==> src/rtl/rice_bus_arbiter_if.sv <==
// Rice bus bundle. LANES=MASTERS on the upstream side, LANES=1 on the slave side.
// The response payload (read_data/error) is a single broadcast lane regardless of LANES.
interface rice_bus_arbiter_if #(
  parameter int LANES         = 1,
  parameter int ADDRESS_WIDTH = 64,
  parameter int DATA_WIDTH    = 64
);
  localparam int STROBE_WIDTH = DATA_WIDTH / 8;

  logic [LANES-1:0]               request_valid;
  logic [LANES-1:0]               request_ready;
  logic [LANES-1:0]               write;
  logic [LANES*ADDRESS_WIDTH-1:0] address;
  logic [LANES*STROBE_WIDTH-1:0]  strobe;
  logic [LANES*DATA_WIDTH-1:0]    write_data;
  logic [LANES-1:0]               response_valid;
  logic [LANES-1:0]               response_ready;
  logic [DATA_WIDTH-1:0]          read_data;
  logic                           error;

  modport master (
    output request_valid, write, address, strobe, write_data, response_ready,
    input  request_ready, response_valid, read_data, error
  );

  modport slave (
    input  request_valid, write, address, strobe, write_data, response_ready,
    output request_ready, response_valid, read_data, error
  );
endinterface

==> src/rtl/rice_bus_arbiter.sv <==
// Round-robin arbiter sharing one rice bus slave between MASTERS masters.
// Grants are locked while a forwarded request stalls; an in-order ID FIFO
// steers each response back to the master that issued the request.
//
// state     | meaning
// ----------+-----------------------------------------------------------
// ST_OPEN   | round-robin scan from the pointer picks the candidate
// ST_LOCKED | a forwarded request stalled; candidate pinned to lock_idx_q
module rice_bus_arbiter #(
  parameter int MASTERS         = 2,
  parameter int ADDRESS_WIDTH   = 64,
  parameter int DATA_WIDTH      = 64,
  parameter int MAX_OUTSTANDING = 4
) (
  input logic                i_clk,
  input logic                i_rst_n,
  rice_bus_arbiter_if.slave  up,
  rice_bus_arbiter_if.master dn
);
  localparam int STROBE_WIDTH = DATA_WIDTH / 8;
  localparam int IW = (MASTERS > 1) ? $clog2(MASTERS) : 1;
  localparam int PW = (MAX_OUTSTANDING > 1) ? $clog2(MAX_OUTSTANDING) : 1;
  localparam int CW = $clog2(MAX_OUTSTANDING + 1);

  typedef enum logic {ST_OPEN, ST_LOCKED} state_t;

  state_t          state_q, state_d;
  logic [IW-1:0]   lock_idx_q;
  logic [IW-1:0]   ptr_q;
  logic [IW-1:0]   cand_idx;
  logic            cand_found;
  logic            fwd;
  logic            accept;
  logic            pop;
  logic            fifo_full;
  logic            fifo_empty;
  logic [IW-1:0]   head;
  logic [IW-1:0]   fifo_mem [MAX_OUTSTANDING];
  logic [PW-1:0]   wr_ptr_q, rd_ptr_q;
  logic [CW-1:0]   count_q;

  assign fifo_full  = (count_q == CW'(MAX_OUTSTANDING));
  assign fifo_empty = (count_q == '0);
  assign fwd        = i_rst_n & cand_found & ~fifo_full;
  assign accept     = fwd & dn.request_ready[0];
  assign pop        = dn.response_valid[0] & dn.response_ready[0];
  assign head       = fifo_mem[rd_ptr_q];

  // Lock state register; the lock index tracks the candidate until the lock engages.
  always_ff @(posedge i_clk) begin
    if (!i_rst_n) begin
      state_q    <= ST_OPEN;
      lock_idx_q <= '0;
    end else begin
      state_q <= state_d;
      if (state_q == ST_OPEN) lock_idx_q <= cand_idx;
    end
  end

  // Lock engages on a stalled forward and releases on accept or a dropped request.
  always_comb begin
    state_d = state_q;
    case (state_q)
      ST_OPEN:   if (fwd && !dn.request_ready[0]) state_d = ST_LOCKED;
      ST_LOCKED: if (accept || !up.request_valid[lock_idx_q]) state_d = ST_OPEN;
      default:   state_d = ST_OPEN;
    endcase
  end

  // Candidate selection and request-path outputs.
  always_comb begin
    int idx;
    idx           = 0;
    cand_found    = 1'b0;
    cand_idx      = '0;
    if (state_q == ST_LOCKED) begin
      cand_idx   = lock_idx_q;
      cand_found = up.request_valid[lock_idx_q];
    end else begin
      for (int off = 0; off < MASTERS; off++) begin
        idx = (int'(ptr_q) + off) % MASTERS;
        if (!cand_found && up.request_valid[idx]) begin
          cand_found = 1'b1;
          cand_idx   = IW'(idx);
        end
      end
    end

    dn.request_valid = fwd;
    dn.write         = '0;
    dn.address       = '0;
    dn.strobe        = '0;
    dn.write_data    = '0;
    if (cand_found) begin
      dn.write      = up.write[cand_idx];
      dn.address    = up.address[cand_idx*ADDRESS_WIDTH +: ADDRESS_WIDTH];
      dn.strobe     = up.strobe[cand_idx*STROBE_WIDTH +: STROBE_WIDTH];
      dn.write_data = up.write_data[cand_idx*DATA_WIDTH +: DATA_WIDTH];
    end

    up.request_ready = '0;
    if (accept) up.request_ready[cand_idx] = 1'b1;
  end

  // Response routing straight from the FIFO head, no added latency.
  always_comb begin
    up.response_valid = '0;
    if (i_rst_n && dn.response_valid[0] && !fifo_empty) up.response_valid[head] = 1'b1;
    dn.response_ready = i_rst_n & ~fifo_empty & up.response_ready[head];
    up.read_data      = dn.read_data;
    up.error          = dn.error;
  end

  // Round-robin pointer moves past the master that was just accepted.
  always_ff @(posedge i_clk) begin
    if (!i_rst_n) begin
      ptr_q <= '0;
    end else if (accept) begin
      ptr_q <= (cand_idx == IW'(MASTERS - 1)) ? '0 : cand_idx + 1'b1;
    end
  end

  // In-order owner FIFO: push granted index on accept, pop on response handshake.
  always_ff @(posedge i_clk) begin
    if (!i_rst_n) begin
      wr_ptr_q <= '0;
      rd_ptr_q <= '0;
      count_q  <= '0;
    end else begin
      if (accept) begin
        fifo_mem[wr_ptr_q] <= cand_idx;
        wr_ptr_q <= (wr_ptr_q == PW'(MAX_OUTSTANDING - 1)) ? '0 : wr_ptr_q + 1'b1;
      end
      if (pop) begin
        rd_ptr_q <= (rd_ptr_q == PW'(MAX_OUTSTANDING - 1)) ? '0 : rd_ptr_q + 1'b1;
      end
      if (accept && !pop)      count_q <= count_q + 1'b1;
      else if (!accept && pop) count_q <= count_q - 1'b1;
    end
  end
endmodule

==> src/flat_wrapper.sv <==
// flat-port wrapper written by rule: the top's interface ports become plain ports
module rice_bus_arbiter_flat 
#(
  parameter int MASTERS         = 2,
  parameter int ADDRESS_WIDTH   = 64,
  parameter int DATA_WIDTH      = 64,
  parameter int MAX_OUTSTANDING = 4
)
  (i_clk, i_rst_n, up_request_valid, up_write, up_address, up_strobe, up_write_data, up_response_ready, up_request_ready, up_response_valid, up_read_data, up_error, dn_request_valid, dn_write, dn_address, dn_strobe, dn_write_data, dn_response_ready, dn_request_ready, dn_response_valid, dn_read_data, dn_error);
  rice_bus_arbiter_if #(.LANES(2), .ADDRESS_WIDTH(ADDRESS_WIDTH), .DATA_WIDTH(DATA_WIDTH)) up_i ();
  rice_bus_arbiter_if #(.LANES(1), .ADDRESS_WIDTH(ADDRESS_WIDTH), .DATA_WIDTH(DATA_WIDTH)) dn_i ();
  input logic i_clk;
  input logic i_rst_n;
  input wire logic [$bits(up_i.request_valid)-1:0] up_request_valid;
  input wire logic [$bits(up_i.write)-1:0] up_write;
  input wire logic [$bits(up_i.address)-1:0] up_address;
  input wire logic [$bits(up_i.strobe)-1:0] up_strobe;
  input wire logic [$bits(up_i.write_data)-1:0] up_write_data;
  input wire logic [$bits(up_i.response_ready)-1:0] up_response_ready;
  output wire logic [$bits(up_i.request_ready)-1:0] up_request_ready;
  output wire logic [$bits(up_i.response_valid)-1:0] up_response_valid;
  output wire logic [$bits(up_i.read_data)-1:0] up_read_data;
  output wire logic [$bits(up_i.error)-1:0] up_error;
  output wire logic [$bits(dn_i.request_valid)-1:0] dn_request_valid;
  output wire logic [$bits(dn_i.write)-1:0] dn_write;
  output wire logic [$bits(dn_i.address)-1:0] dn_address;
  output wire logic [$bits(dn_i.strobe)-1:0] dn_strobe;
  output wire logic [$bits(dn_i.write_data)-1:0] dn_write_data;
  output wire logic [$bits(dn_i.response_ready)-1:0] dn_response_ready;
  input wire logic [$bits(dn_i.request_ready)-1:0] dn_request_ready;
  input wire logic [$bits(dn_i.response_valid)-1:0] dn_response_valid;
  input wire logic [$bits(dn_i.read_data)-1:0] dn_read_data;
  input wire logic [$bits(dn_i.error)-1:0] dn_error;
  assign up_i.request_valid = up_request_valid;
  assign up_i.write = up_write;
  assign up_i.address = up_address;
  assign up_i.strobe = up_strobe;
  assign up_i.write_data = up_write_data;
  assign up_i.response_ready = up_response_ready;
  assign up_request_ready = up_i.request_ready;
  assign up_response_valid = up_i.response_valid;
  assign up_read_data = up_i.read_data;
  assign up_error = up_i.error;
  assign dn_request_valid = dn_i.request_valid;
  assign dn_write = dn_i.write;
  assign dn_address = dn_i.address;
  assign dn_strobe = dn_i.strobe;
  assign dn_write_data = dn_i.write_data;
  assign dn_response_ready = dn_i.response_ready;
  assign dn_i.request_ready = dn_request_ready;
  assign dn_i.response_valid = dn_response_valid;
  assign dn_i.read_data = dn_read_data;
  assign dn_i.error = dn_error;
  rice_bus_arbiter #(.MASTERS(MASTERS), .ADDRESS_WIDTH(ADDRESS_WIDTH), .DATA_WIDTH(DATA_WIDTH), .MAX_OUTSTANDING(MAX_OUTSTANDING)) u_core (.i_clk(i_clk), .i_rst_n(i_rst_n), .up(up_i), .dn(dn_i));
endmodule
==> config.mk <==
export PLATFORM = sky130hd
export DESIGN_NAME = rice_bus_arbiter_flat
export DESIGN_NICKNAME = d
export VERILOG_FILES = /design/src/rtl/rice_bus_arbiter_if.sv /design/src/rtl/rice_bus_arbiter.sv /design/src/flat_wrapper.sv
export SDC_FILE = /design/constraint.sdc
export NUM_CORES = 1
export LEC_CHECK = 0
export CAP_MARGIN = 0
export CORE_AREA = 2 2 217 219
export DETAILED_ROUTE_END_ITERATION = 7
export DIE_AREA = 0 0 219 221
export PLACE_DENSITY = 0.41
export SYNTH_ARGS = -nofsm -noshare
export SYNTH_HDL_FRONTEND = slang
export SYNTH_SLANG_ARGS = --single-unit
export TNS_END_PERCENT = 5
==> constraint.sdc <==
create_clock -name i_clk -period 2.9 [get_ports i_clk]
set_clock_uncertainty 0.1 [all_clocks]
set_input_delay 0.435 -clock i_clk [delete_from_list [all_inputs] [get_ports i_clk]]
set_output_delay 0.435 -clock i_clk [all_outputs]
set_load 0.03 [all_outputs]
==> metrics.log <==
[metrics] Max Root-Sink Buffers: 2
[metrics] Worst slew margin: 0.716
[metrics] number of H-tree levels: 1
[metrics] start-to-end type of the worst setup path: input port to primary output
[metrics] vias in the first global route: 5348
[metrics] overall routing resource usage: 0.0846
[metrics] startpoint kind of the worst setup timing path: input port
[metrics] simple-gate area share of the yosys netlist: 0.358
[metrics] antenna-violating nets left: 0
[metrics] first-pass iteration count of the detailed router: 4
[metrics] area share of fa/ha/maj cells after synthesis: 0.0290
[metrics] leakage power summed over all cells: roughly 3.5 nW
[metrics] actual slew at the worst max-slew pin: 0.423 ns
[metrics] count of clock tree sinks: 16
[metrics] fraction of layout cells with a size suffix above 1: 0.226
[metrics] slowest library cell on the worst path: o31a_2
[metrics] cell at the root of the clock tree: clkbuf_16
[metrics] yosys warns: 0
[metrics] post-layout minimum cycle time: approximately 2.7 ns
[metrics] family with the most delay on the worst path: buffers and inverters
[metrics] DRC: 0
[metrics] Worst Path Arrival: ~2.2 ns
[metrics] count of maximum capacitance violations: 0
[metrics] synthesis-to-finish area growth: 151%
[metrics] floorplan die width: 219 um
[metrics] Synthesized Nets: about 950
[metrics] number of distinct library cells after synthesis: 35
[metrics] setup slack of the critical path after layout: 0.182 ns
[metrics] DRT Wirelength: between 20000 and 25000 um
[metrics] Main synth FF type: dfxtp_1
[metrics] largest stage delay on the critical path: approximately 0.36 ns
[metrics] PwrDens: approximately 360 nW/um^2
[metrics] dominant combinational cell family by area after synthesis: simple AND/OR/NAND/NOR gates
[metrics] count of nets after finishing: between 1000 and 1500
[metrics] number of buffers inserted by hold repair at cts: 0
[metrics] complex-gate fraction of the synthesized area: 0.241
[metrics] number of failing setup endpoints in the final timing report: 0
[metrics] Synth Register Bits: 16
[metrics] CTS tree: yes
[metrics] number of enable-type register cells in the synthesized netlist: 4
[metrics] highest fanout seen on the critical path: 67
[metrics] average wire length per cell after detail routing: about 14 um
[metrics] height of the die: between 200 and 250 um
[metrics] DRC violation total after the first TritonRoute iteration: between 150 and 200
[metrics] Worst-Skew Late Latency: ~0.25 ns
[metrics] clock transition at the register clock pins on the worst setup and hold paths after CTS: roughly 0.050 ns
[metrics] antenna violations before repair: 2
[metrics] final worst-path cycle share: 0.937
[metrics] RSZ-0062 raised after global routing: no
[metrics] filler-free cell count of the finished design: approximately 1600
[metrics] Post-Place Setup Slack: -0.196 ns
[metrics] result of the run: finished, final reports clean
[metrics] core area: 46100 um^2
[metrics] share of synthesized area spent on multiplexers: 0.0172
[metrics] chain of cells forming the critical path: dlygate4sd2_1 > nor2b_1 > o31a_2 > inv_4 > buf_16 > nand2_1 > a21oi_2 > buf_12
[metrics] fill cell total of the finished layout: about 5200
[metrics] post-cts sizing count: 11
[metrics] area share of xor/xnor cells in the synthesized design: 0.00535
[metrics] Final Power: roughly 3 mW
[metrics] number of core rows: roughly 80
[metrics] buffers inserted during post-CTS setup optimization: 0
[metrics] PortBufs: approximately 420
[metrics] placed wire-length estimate: around 19000 um
[metrics] data required time of the critical path: roughly 2.4 ns
[metrics] remaining global-route overflow: 0
[metrics] Vias: roughly 5300
[metrics] total placed cells including tap cells: about 1600
[metrics] vias per cell: 3.35
[metrics] number of endpoints with negative hold slack in the final report: 0
[metrics] maximum resistive drop on vdd: around 0.13 mV
[metrics] Setup TNS: 0 ns
[metrics] Final Max Tran Viols: 0
[metrics] upper clock frequency limit: around 370 MHz
[metrics] per-instance average area after synthesis: 5.46 um^2
[metrics] Ant. Diodes: 0
[metrics] register area share after synthesis: 0.110
[metrics] Bufs and invs on worst path: 4
[metrics] placer's final routability congestion estimate: 0.811
[metrics] wire length of the first global-routing pass: between 30000 and 40000 um
[metrics] post-synthesis cell area: around 3300 um^2
[metrics] share of synthesized flip-flops with an asynchronous set or reset: 0
[metrics] clock buffer count from CTS: 3
[metrics] starting density of the core: 0.0711
[metrics] Die Outline Area: around 48000 um^2
[metrics] number of instances in the synthesized netlist: 600
[metrics] kind of capture point of the worst setup path: primary output
[metrics] Finished Core Util: 0.178
[metrics] path class of the lowest-slack min-delay path: register to register
[metrics] # IOs: about 560
[metrics] largest net degree at the start of global routing: just under 70
-- layout by cell type (no fill, tap or decap), drive strengths merged --
master / Yosys / layout
dlygate4sd2: 0 / 2
and3: 4 / 4
ha: 6 / 6
o31ai: 1 / 1
fa: 1 / 1
mux2i: 3 / 3
or3: 1 / 1
clkbuf: 4 / 3
clkinv: 0 / 1
nand2: 279 / 279
o31a: 1 / 1
edfxtp: 4 / 4
nor2b: 1 / 1
buf: 107 / 199
dfxtp: 12 / 12
or2: 1 / 1
a31o: 1 / 1
a2111oi: 1 / 1
o211ai: 1 / 1
nor2: 7 / 7
o2111a: 1 / 1
o22ai: 1 / 1
clkdlybuf4s50: 0 / 281
a21oi: 138 / 138
mux4: 1 / 1
o21ai: 4 / 4
nor4: 1 / 1
xor2: 2 / 2
nor3b: 1 / 1
nand3b: 2 / 2
nand3: 2 / 2
nor3: 2 / 2
inv: 10 / 10
-- per-stage QoR --
stage | instance area, um^2 | hold WS (ns)
floorplan | 3290 | 0.329
global route | 8220 | 0.405
global placement | 8100 | 0.372
CTS | 8220 | 0.382
finish | 8220 | 0.375
detailed placement | 8100 | 0.368
-- cell usage after synthesis, types with 4 or more instances --
library cell / instances / share of area
a21oi_1: 138 / 0.21
nor2_1: 7 / 0.0080
clkbuf_1: 4 / 0.0046
and3_1: 4 / 0.0076
edfxtp_1: 4 / 0.037
dfxtp_1: 12 / 0.073
nand2_1: 278 / 0.32
inv_1: 8 / 0.0092
buf_2: 28 / 0.043
ha_1: 6 / 0.023
buf_4: 79 / 0.18
-- routing by layer --
| layer | vias to the layer above | part of all wire | track usage | routed length [um] |
|---|---|---|---|---|
| met5 | - | 0 | 0 | 0 |
| met3 | 47 | 0.11 | 0.0252 | 2450 |
| li1 | 2624 | - | - | - |
| met4 | 0 | 0.023 | 0.0207 | 514 |
| met1 | 2314 | 0.37 | 0.0941 | 8280 |
| met2 | 313 | 0.49 | 0.156 | 10900 |
-- kinds of logic (layout without fill, tap and decap cells) --
kind of cell	Yosys count	after routing
buffers and inverters	121	496
xor gates and xnor gates	2	2
and+or+nand+nor	301	301
muxes	4	4
AOI/OAI and AO/OA	149	149
DFF	16	16
adders and majority gates	7	7
-- area by class of cell --
class	instances	area (um^2)	area share
Timing Repair Buffer	482	4790	0.584
Multi-Input combinational cell	463	2180	0.266
Tap cell	607	759	0.0924
Sequential cell	16	360	0.0439
Clock buffer	3	75.1	0.00914
Inverter	10	40.0	0.00487
Clock inverter	1	3.75	0.000457
-- final timing paths --
kind | start | endpoint | slack, ns | cells past startpoint
max reg2reg | u_core.fifo_mem[2] | u_core.count_q[2] | 0.21 | 9
min reg2reg | u_core.ptr_q | u_core.ptr_q | 0.38 | 2
min | u_core.ptr_q | u_core.ptr_q | 0.38 | 2
max | up_request_valid[0] | dn_write_data[54] | 0.18 | 8
-- worst register-to-register path, cell delays in order, from the launching register on --
cell and delay, ns:
edfxtp_1 0.36, mux4_2 0.53, mux2i_2 0.23, or2_4 0.18, ha_4 0.14, inv_1 0.05
fa_1 0.42, xor2_1 0.18, or3_1 0.30, a21oi_1 0.13
-- report_power, final --
group	leakage (nW)	internal (mW)	switching, mW	total (mW)
clock network	0.0385	0.183	0.0852	0.268
logic	3.28	1.13	1.27	2.40
registers	0.135	0.253	0.0204	0.273
Note: power is estimated with default switching activity, not from simulation.
